File: config.mk
export PLATFORM = sky130hd
export DESIGN_NAME = mem_port_arbiter
export DESIGN_NICKNAME = d
export VERILOG_FILES = /design/src/rtl/mem_arb_pkg.sv /design/src/rtl/mem_arb_cmd_reg.sv /design/src/rtl/mem_port_arbiter.sv
export SDC_FILE = /design/constraint.sdc
export NUM_CORES = 1
export LEC_CHECK = 0
export BUFFER_PORTS_ARGS = -buffer_cell sky130_fd_sc_hd__buf_2
export CAP_MARGIN = 15
export CORE_AREA = 2 2 124 114
export DETAILED_ROUTE_END_ITERATION = 8
export DIE_AREA = 0 0 126 116
export PLACE_DENSITY = 0.79
export SETUP_SLACK_MARGIN = 0.02
export SLEW_MARGIN = 40
export SYNTH_ARGS = -nofsm -noshare
export SYNTH_HDL_FRONTEND = slang
export SYNTH_SLANG_ARGS = --single-unit
File: constraint.sdc
create_clock -name MEM_CLK -period 2.3 [get_ports MEM_CLK]
set_clock_uncertainty 0.15 [all_clocks]
set_input_delay 0.23 -clock MEM_CLK [delete_from_list [all_inputs] [get_ports MEM_CLK]]
set_output_delay 0.23 -clock MEM_CLK [all_outputs]
set_load 0.01 [all_outputs]
File: src/rtl/mem_arb_pkg.sv
// Shared types and constants for the two-port OTTER memory bus arbiter.
//   arb_state_t : arbiter FSM state encoding
//   arb_port_t  : requester identity (PORT1 = fetch, PORT2 = data)
//   arb_cmd_t   : one registered downstream command
//   FULL_STROBE : byte enables for a full-word access
package mem_arb_pkg;

  localparam int CMD_ADDR_W = 32;
  localparam int CMD_DATA_W = 32;

  localparam logic [3:0] FULL_STROBE = 4'hF;

  typedef enum logic [2:0] {
    IDLE  = 3'd0,
    BUSY1 = 3'd1,
    BUSY2 = 3'd2,
    DONE1 = 3'd3,
    DONE2 = 3'd4
  } arb_state_t;

  typedef enum logic {
    PORT1 = 1'b0,
    PORT2 = 1'b1
  } arb_port_t;

  typedef struct packed {
    logic [CMD_ADDR_W-1:0] addr;
    logic                  rd;
    logic                  wr;
    logic [CMD_DATA_W-1:0] wdata;
    logic [3:0]            strobe;
  } arb_cmd_t;

endpackage

File: src/rtl/mem_arb_cmd_reg.sv
// Grant-time command capture for the memory arbiter.
// On load, the granted port's request is latched and held until the next
// load, so the downstream bus sees a stable command for the whole transaction.
//   MEM_CLK, rst         : clock, async active-low reset
//   load, load_port      : capture strobe and which port is granted
//   addr1                : fetch port address (always a full-word read)
//   rd2, wr2, addr2,
//   wdata2, strobe2      : data port request
//   cmd_*                : registered command fields
module mem_arb_cmd_reg
  import mem_arb_pkg::*;
#(
  parameter int ADDR_W = 32,
  parameter int DATA_W = 32
) (
  input  logic              MEM_CLK,
  input  logic              rst,
  input  logic              load,
  input  arb_port_t         load_port,
  input  logic [ADDR_W-1:0] addr1,
  input  logic              rd2,
  input  logic              wr2,
  input  logic [ADDR_W-1:0] addr2,
  input  logic [DATA_W-1:0] wdata2,
  input  logic [3:0]        strobe2,
  output logic [ADDR_W-1:0] cmd_addr,
  output logic              cmd_rd,
  output logic              cmd_wr,
  output logic [DATA_W-1:0] cmd_wdata,
  output logic [3:0]        cmd_strobe
);

  always_ff @(posedge MEM_CLK or negedge rst) begin
    if (!rst) begin
      cmd_addr   <= '0;
      cmd_rd     <= 1'b0;
      cmd_wr     <= 1'b0;
      cmd_wdata  <= '0;
      cmd_strobe <= '0;
    end else if (load) begin
      if (load_port == PORT1) begin
        cmd_addr   <= addr1;
        cmd_rd     <= 1'b1;
        cmd_wr     <= 1'b0;
        cmd_wdata  <= '0;
        cmd_strobe <= FULL_STROBE;
      end else begin
        // rd2 and wr2 together resolve to a write so the bus never
        // carries both commands at once.
        cmd_addr   <= addr2;
        cmd_rd     <= rd2 & ~wr2;
        cmd_wr     <= wr2;
        cmd_wdata  <= wdata2;
        cmd_strobe <= strobe2;
      end
    end
  end

endmodule

File: src/rtl/mem_port_arbiter.sv
// Round-robin arbiter sharing the OTTER memory bus between the instruction
// fetch port (port 1, read-only) and the data port (port 2, read/write).
//   MEM_CLK, rst            : clock, async active-low reset
//   req1/addr1              : port 1 read request and address
//   resp1/rdata1            : port 1 completion pulse and read data
//   rd2/wr2/addr2/wdata2/
//   strobe2                 : port 2 request
//   resp2/rdata2            : port 2 completion pulse and read data
//   mem_*                   : downstream bus (command out, rdata/resp in)
//   conflict_err            : sticky, set when rd2 and wr2 are granted together
//   dbg_state               : current FSM state
//
// Handshake: a requester raises its request and holds it (with stable
// address/data) until its resp pulse; it drops the request in the cycle after
// resp or a new transaction starts. Downstream, mem_read/mem_write stay high
// until mem_resp is seen; mem_resp outside BUSY is ignored.
module mem_port_arbiter
  import mem_arb_pkg::*;
#(
  parameter int ADDR_W = 32,
  parameter int DATA_W = 32
) (
  input  logic              MEM_CLK,
  input  logic              rst,
  input  logic              req1,
  input  logic [ADDR_W-1:0] addr1,
  output logic              resp1,
  output logic [DATA_W-1:0] rdata1,
  input  logic              rd2,
  input  logic              wr2,
  input  logic [ADDR_W-1:0] addr2,
  input  logic [DATA_W-1:0] wdata2,
  input  logic [3:0]        strobe2,
  output logic              resp2,
  output logic [DATA_W-1:0] rdata2,
  output logic [ADDR_W-1:0] mem_address,
  output logic              mem_read,
  output logic              mem_write,
  output logic [DATA_W-1:0] mem_wdata,
  output logic [3:0]        mem_byte_enable,
  input  logic [DATA_W-1:0] mem_rdata,
  input  logic              mem_resp,
  output logic              conflict_err,
  output arb_state_t        dbg_state
);

  arb_state_t        state, state_nxt;
  arb_port_t         last_grant;
  arb_port_t         grant_port;
  logic              grant;
  logic              pend1, pend2;
  logic              busy;
  logic [ADDR_W-1:0] cmd_addr;
  logic              cmd_rd, cmd_wr;
  logic [DATA_W-1:0] cmd_wdata;
  logic [3:0]        cmd_strobe;

  // Grant selection: on a tie, the port that did not win last time goes.
  always_comb begin
    pend1 = req1;
    pend2 = rd2 | wr2;
    grant = (state == IDLE) && (pend1 || pend2);
    if (pend1 && pend2) grant_port = (last_grant == PORT1) ? PORT2 : PORT1;
    else if (pend1)     grant_port = PORT1;
    else                grant_port = PORT2;
  end

  // State register.
  always_ff @(posedge MEM_CLK or negedge rst) begin
    if (!rst) state <= IDLE;
    else      state <= state_nxt;
  end

  // Next-state logic.
  always_comb begin
    state_nxt = state;
    case (state)
      IDLE:    if (grant) state_nxt = (grant_port == PORT1) ? BUSY1 : BUSY2;
      BUSY1:   if (mem_resp) state_nxt = DONE1;
      BUSY2:   if (mem_resp) state_nxt = DONE2;
      DONE1:   state_nxt = IDLE;
      DONE2:   state_nxt = IDLE;
      default: state_nxt = IDLE;
    endcase
  end

  // Output logic: the bus carries the command only while BUSY.
  always_comb begin
    busy            = (state == BUSY1) || (state == BUSY2);
    resp1           = (state == DONE1);
    resp2           = (state == DONE2);
    mem_address     = busy ? cmd_addr   : '0;
    mem_read        = busy & cmd_rd;
    mem_write       = busy & cmd_wr;
    mem_wdata       = busy ? cmd_wdata  : '0;
    mem_byte_enable = busy ? cmd_strobe : 4'h0;
    dbg_state       = state;
  end

  // Grant history, response data and the sticky conflict flag.
  always_ff @(posedge MEM_CLK or negedge rst) begin
    if (!rst) begin
      last_grant   <= PORT2;
      rdata1       <= '0;
      rdata2       <= '0;
      conflict_err <= 1'b0;
    end else begin
      if (grant) last_grant <= grant_port;
      if (grant && grant_port == PORT2 && rd2 && wr2) conflict_err <= 1'b1;
      if (state == BUSY1 && mem_resp) rdata1 <= mem_rdata;
      // Writes leave the previous port 2 read data in place.
      if (state == BUSY2 && mem_resp && cmd_rd) rdata2 <= mem_rdata;
    end
  end

  mem_arb_cmd_reg #(
    .ADDR_W(ADDR_W),
    .DATA_W(DATA_W)
  ) u_cmd_reg (
    .MEM_CLK    (MEM_CLK),
    .rst        (rst),
    .load       (grant),
    .load_port  (grant_port),
    .addr1      (addr1),
    .rd2        (rd2),
    .wr2        (wr2),
    .addr2      (addr2),
    .wdata2     (wdata2),
    .strobe2    (strobe2),
    .cmd_addr   (cmd_addr),
    .cmd_rd     (cmd_rd),
    .cmd_wr     (cmd_wr),
    .cmd_wdata  (cmd_wdata),
    .cmd_strobe (cmd_strobe)
  );

endmodule
After elaboration in Yosys (flattened, before gate mapping). Index checks and enable logic that the tools add are counted.

$add $sub $neg: 0. $mul: 0. Divide/modulo/power cells: 0. Order comparisons: 0. Equality and inequality tests: 7. Shift operators: 0. Muxes and demuxes: 16. Bitwise logic cells: 5. Reductions and logical operators: 12.

Operator list (count): 32-bit 2-to-1 mux (4); 3-bit 2-to-1 mux (3); 3-bit one-hot mux with 3 select lines (1); 1-bit logical AND (8); 4-bit 2-to-1 mux (2); 3-bit by 2-bit == test with 1-bit output (second input constant) (2); 2-bit inequality test (second input constant) (3); 1-bit 2-to-1 mux (5); 1-bit bitwise AND (3); 3-bit by 1-bit == test with 1-bit output (second input constant) (1); 3-bit == test (second input constant) (1); 3-bit zero test (1); 3-bit AND reduction (1); 1-bit logical OR (2); 2-bit 2-to-1 mux (1); 1-bit inverter (1); 1-bit bitwise OR (1).

Register bits: 139. Bits in latches: 0. Bits in writable memories: 0. ROM bits: 0. Input bits: 138. Output and inout port bits: 140. Word-level logic and storage cells: 50. Memories: 0.

Logic depth before layout (Yosys ltp).
Depth after elaboration: 6. Depth in mapped cells: 7. Depth with buffers taken out: 3.

Cells and area by module. Synthesis repeated with hierarchy kept, for this count alone.

Cells, all modules: 543. Area total of the unflattened synthesis: 6193.4 um2.

By module, submodules not included: mem_port_arbiter (instances 1, cells an instance 240, area each 3148.0 um2, sequential area each 1727.9 um2); mem_arb_cmd_reg (instances 1, cells an instance 303, area each 3045.4 um2, sequential area each 1751.7 um2).

Worst setup path after synthesis. Ideal clock, no wire load.

Kind: register to register. Start: register state[1] (netlist: dbg_state[1]). End: register u_cmd_reg.cmd_wdata[10]. Library setup time: 0.121 ns. Arrival time: 1.750 ns. Required time: 2.029 ns. Setup slack: 0.280 ns. Cell stages (with the launch flop): 8. Path buffers: 4. Period minus slack after synthesis: 2.020 ns. Cell sequence: dfrtp_1 -> buf_6 -> or3_1 -> buf_2 -> or2_1 -> buf_2 -> buf_6 -> a22o_1.

Word-level cells in the longest chain between the ends: 2.

RTL lines: start, declared (RTL line mem_port_arbiter.sv:47) `arb_state_t state, state_nxt;`; start signal, assigned (RTL line mem_port_arbiter.sv:71) `else state <= state_nxt;`; 3-bit zero test (RTL line mem_port_arbiter.sv:62) `grant = (state == IDLE) && (pend1 || pend2);`; 1-bit logical AND (RTL line mem_port_arbiter.sv:62); end signal, assigned (RTL line mem_arb_cmd_reg.sv:53) `cmd_wdata <= wdata2;`; end, declared (RTL line mem_arb_cmd_reg.sv:29) `output logic [DATA_W-1:0] cmd_wdata,`.

Every way passes these cells. A chain may end at the register's enable or synchronous reset.

Worst setup path in the final report.
Start: register state[0] (netlist: dbg_state[0]). End: register u_cmd_reg.cmd_addr[20].

Word-level cells in the longest chain between the ends: 2.

RTL lines: 3-bit zero test (RTL line mem_port_arbiter.sv:62); 1-bit logical AND (RTL line mem_port_arbiter.sv:62); end signal, assigned (RTL line mem_arb_cmd_reg.sv:42) `cmd_addr <= addr1;`; end signal, assigned (RTL line mem_arb_cmd_reg.sv:50) `cmd_addr <= addr2;`; end, declared (RTL line mem_arb_cmd_reg.sv:26) `output logic [ADDR_W-1:0] cmd_addr,`.

Every way passes these cells.

==> results.yml <==
global_routing:
  grt_max_degree: 71
  overflow: 0
  grt_pass1_wl_mm: 32.7
  grt_pass1_vias: 6207
  track_usage_pct: 28.9
  antenna_found_initial: 0
cts:
  cts_htree_levels: 4
  clk_latency_ns: 0.42
  cts_tree: "done"
  clock-root-buffer: "clkbuf_16"
  cts_inserted_buffers: 17
  cts.sinks: 139
  clk_path_buf_depth: 2
  clk_pin_slew_worst_paths_ns: 0.06
floorplanning:
  die_w_um: 126
  core-area_um2: 13200
  std_cell_rows: 40
  start_util_pct: 46.3
  die_area_um2: 14600
  top_level_ports: 278
  die_height_um: 116
worst_setup_path:
  crit_buf_inv: 3
  cp.arrival_ns: 2.38
  crit_path_end_kind: "register"
  cp_slowest_cell: "or3_1"
  cp_max_fo: 37
  cp_top_family: "buffers and inverters"
  path_cells: "buf_4 -> or3_1 -> buf_6 -> nor2_2 -> buf_12 -> a2bb2oi_1"
  worstPathRequired_ns: 2.47
  startpoint_type: "register"
  critPathKind: "reg2reg"
  max_stage_delay_ns: 0.49
cells_and_area:
  multi_input_area_um2: 2430
  drive_gt1_share_pct: 45.2
  seqCellArea_um2: 3480
  nets: 1017
  fill_cells: 845
  syn2layout_area_growth_pct: 57.5
logic_synthesis:
  yosys.area.top_type: "dfrtp_1"
  yosys_warnings: 0
  yosysSeqAreaShare_pct: 56.9
  netlist_area_um2: 6110
  ys.flop_type: "dfrtp_1"
  synth.top_cell.area_share_pct: 56.5
  ys_ff_latch: 139
  synth_nets: 620
  ys_top_cells_by_area: "dfrtp_1 (56%), mux2_2 (12%), and2_1 (7.2%), a2bb2oi_1 (5.4%), a22o_1 (4.7%)"
  synth-async-reset-ratio_pct: 100
  synth-edff-count: 0
  synth.avg_cell_area_um2: 12.7
  synth.distinct_cells: 32
  netlist_instances: 482
place:
  dp_hpwl_mm: 12.1
  place_ws_ns: 0.101
  gp_congestion: 0.833
  place.port_buffers: 277
timing:
  fin_setup_tns_ns: 0
  worstMarginPinSlew_ns: 0.610
  finalMaxSlewViolations: 0
  post-route-period-util_pct: 95.9
  worst_slack_ns: 0.0943
  rsz0062_at_grt: "true"
  maxSlewHeadroom_pct: 59.3
  post-route-min-period_ns: 2.21
  finalHoldViolCount: 0
  fmax_mhz: 453
  finalSetupViolations: 0
outcome:
  outcome: "finished clean"
min_path:
  hold_class: "in2reg"
route:
  drt_iter0_drc: 452
  antenna_left: 0
  routed_wl_mm: 20.9
  drt_pass1_iterations: 5
  num_vias: 5930
  wl_per_cell_um: 19.7
  via_per_inst: 5.59
  drc: 0
pwr:
  p_leak_nw: 4.63
  finalPower_mw: 14.1
  vdd_drop_max_uv: 842
  p_per_area_nw_per_um2: 1460
run:
  drv_cap: 0
-- cells in the mapped netlist, types with 2 or more instances --
cell type  count
a22o_1        33
a2bb2oi_1     38
a311oi_1      32
and2_1        70
buf_2         13
buf_4          3
buf_6          4
clkbuf_1      27
dfrtp_1      138
inv_1          5
mux2_2        64
nand2_1        2
nor3_1         3
o21ai_0       32
-- report_power, final --
part	internal (mW)	leakage (nW)	switching (mW)
Combinational	3.38	2.69	3.59
Sequential	3.66	1.66	0.692
Clock	1.66	0.286	1.10
Total	8.71	4.63	5.38
-- worst register-to-register path, stage by stage (launching register included) --
cell       delay, ns
dfrtp_1         0.41
buf_4           0.18
or3_1           0.50
buf_6           0.26
nor2_2          0.16
buf_12          0.22
a2bb2oi_1       0.24
-- flip-flops by register name (all words and copies together), names as in the netlist --
signal	cells
conflict_err	1
dbg_state	3
last_grant	1
rdata1	32
rdata2	32
u_cmd_reg.cmd_addr	32
u_cmd_reg.cmd_rd	1
u_cmd_reg.cmd_strobe	4
u_cmd_reg.cmd_wdata	32
u_cmd_reg.cmd_wr	1
-- timing repair --
item | CTS | global route
gates resized for setup | 0 | 3
setup endpoints to repair | 44 | 26
endpoints found under the hold margin | 234 | 0
hold buffers | 130 | 0
buffers inserted | 1 | 0
pin swaps | 1 | 0
gates cloned | 1 | 0
-- placed cells by master, fill, tap and decap left out, types with 3 or more instances in the layout --
cell             n
a22o_1          33
buf_4           10
inv_6            3
a311oi_1        32
dfrtp_1        138
o21ai_0         32
clkinv_2         3
clkinvlp_4       3
a2bb2oi_1       38
and2_1          70
buf_12           5
buf_2          276
clkbuf_16       17
inv_1            4
dlygate4sd3_1  130
mux2_2          64
-- layout make-up --
| class | instances | share of cell area [%] |
|---|---|---|
| Antenna cell | 1 | 0.0260 |
| Clock buffer | 19 | 4.70 |
| Clock inverter | 13 | 1.47 |
| Inverter | 5 | 0.195 |
| Multi-Input combinational cell | 292 | 25.2 |
| Sequential cell | 139 | 36.1 |
| Tap cell | 168 | 2.18 |
| Timing Repair Buffer | 424 | 30.1 |
-- layer usage --
layer | GRT usage [%] | share of wire [%] | up-vias
met4 | 16.2 | 4.4 | 0
met1 | 32.9 | 37 | 2893
met3 | 8.68 | 7.6 | 92
met2 | 49.2 | 51 | 372
li1 | - | - | 2573
met5 | 0 | 0 | -
-- logic make-up (layout without fill, tap and decap cells) --
group | after synthesis | count (layout) | synth area share, %
multiplexers | 64 | 64 | 11.8
buffers and inverters | 52 | 461 | 4.14
AO/OA/AOI/OAI | 142 | 142 | 18.4
XOR/XNOR | 1 | 1 | 0.143
AND/OR/NAND/NOR | 84 | 85 | 8.64
flip-flops | 139 | 139 | 56.9
other | 0 | 1 | 0
-- through the flow --
step,hold slack (ns),util [%],area [um2],std cells
after floorplan,-0.216,-,6110,482
after global placement,-0.0165,58.2,7690,895
after detailed placement,-0.0193,58.3,7700,896
after CTS,0.00142,72.7,9610,1060
after global routing,0.0317,72.9,9630,1060
final,0.0143,72.9,9630,1061
-- path summary, 6_finish.rpt --
| check | start | slack, ns | to | depth (start not counted) |
|---|---|---|---|---|
| max | dbg_state[0]$_DFFE_PN0P_ | 0.09 | u_cmd_reg.cmd_addr[20]$_DFFE_PN0P_ | 6 |
| min | addr1[10] | 0.01 | u_cmd_reg.cmd_addr[10]$_DFFE_PN0P_ | 3 |
| max reg2reg | dbg_state[0]$_DFFE_PN0P_ | 0.09 | u_cmd_reg.cmd_addr[20]$_DFFE_PN0P_ | 6 |
| min reg2reg | conflict_err$_DFFE_PN0P_ | 0.32 | conflict_err$_DFFE_PN0P_ | 1 |
| max in group asynchronous | rst | 1.07 | rdata1[9]$_DFFE_PN0P_ | 3 |
| min in group asynchronous | rst | 0.10 | u_cmd_reg.cmd_addr[25]$_DFFE_PN0P_ | 2 |
(Power assumes the default switching activity.)
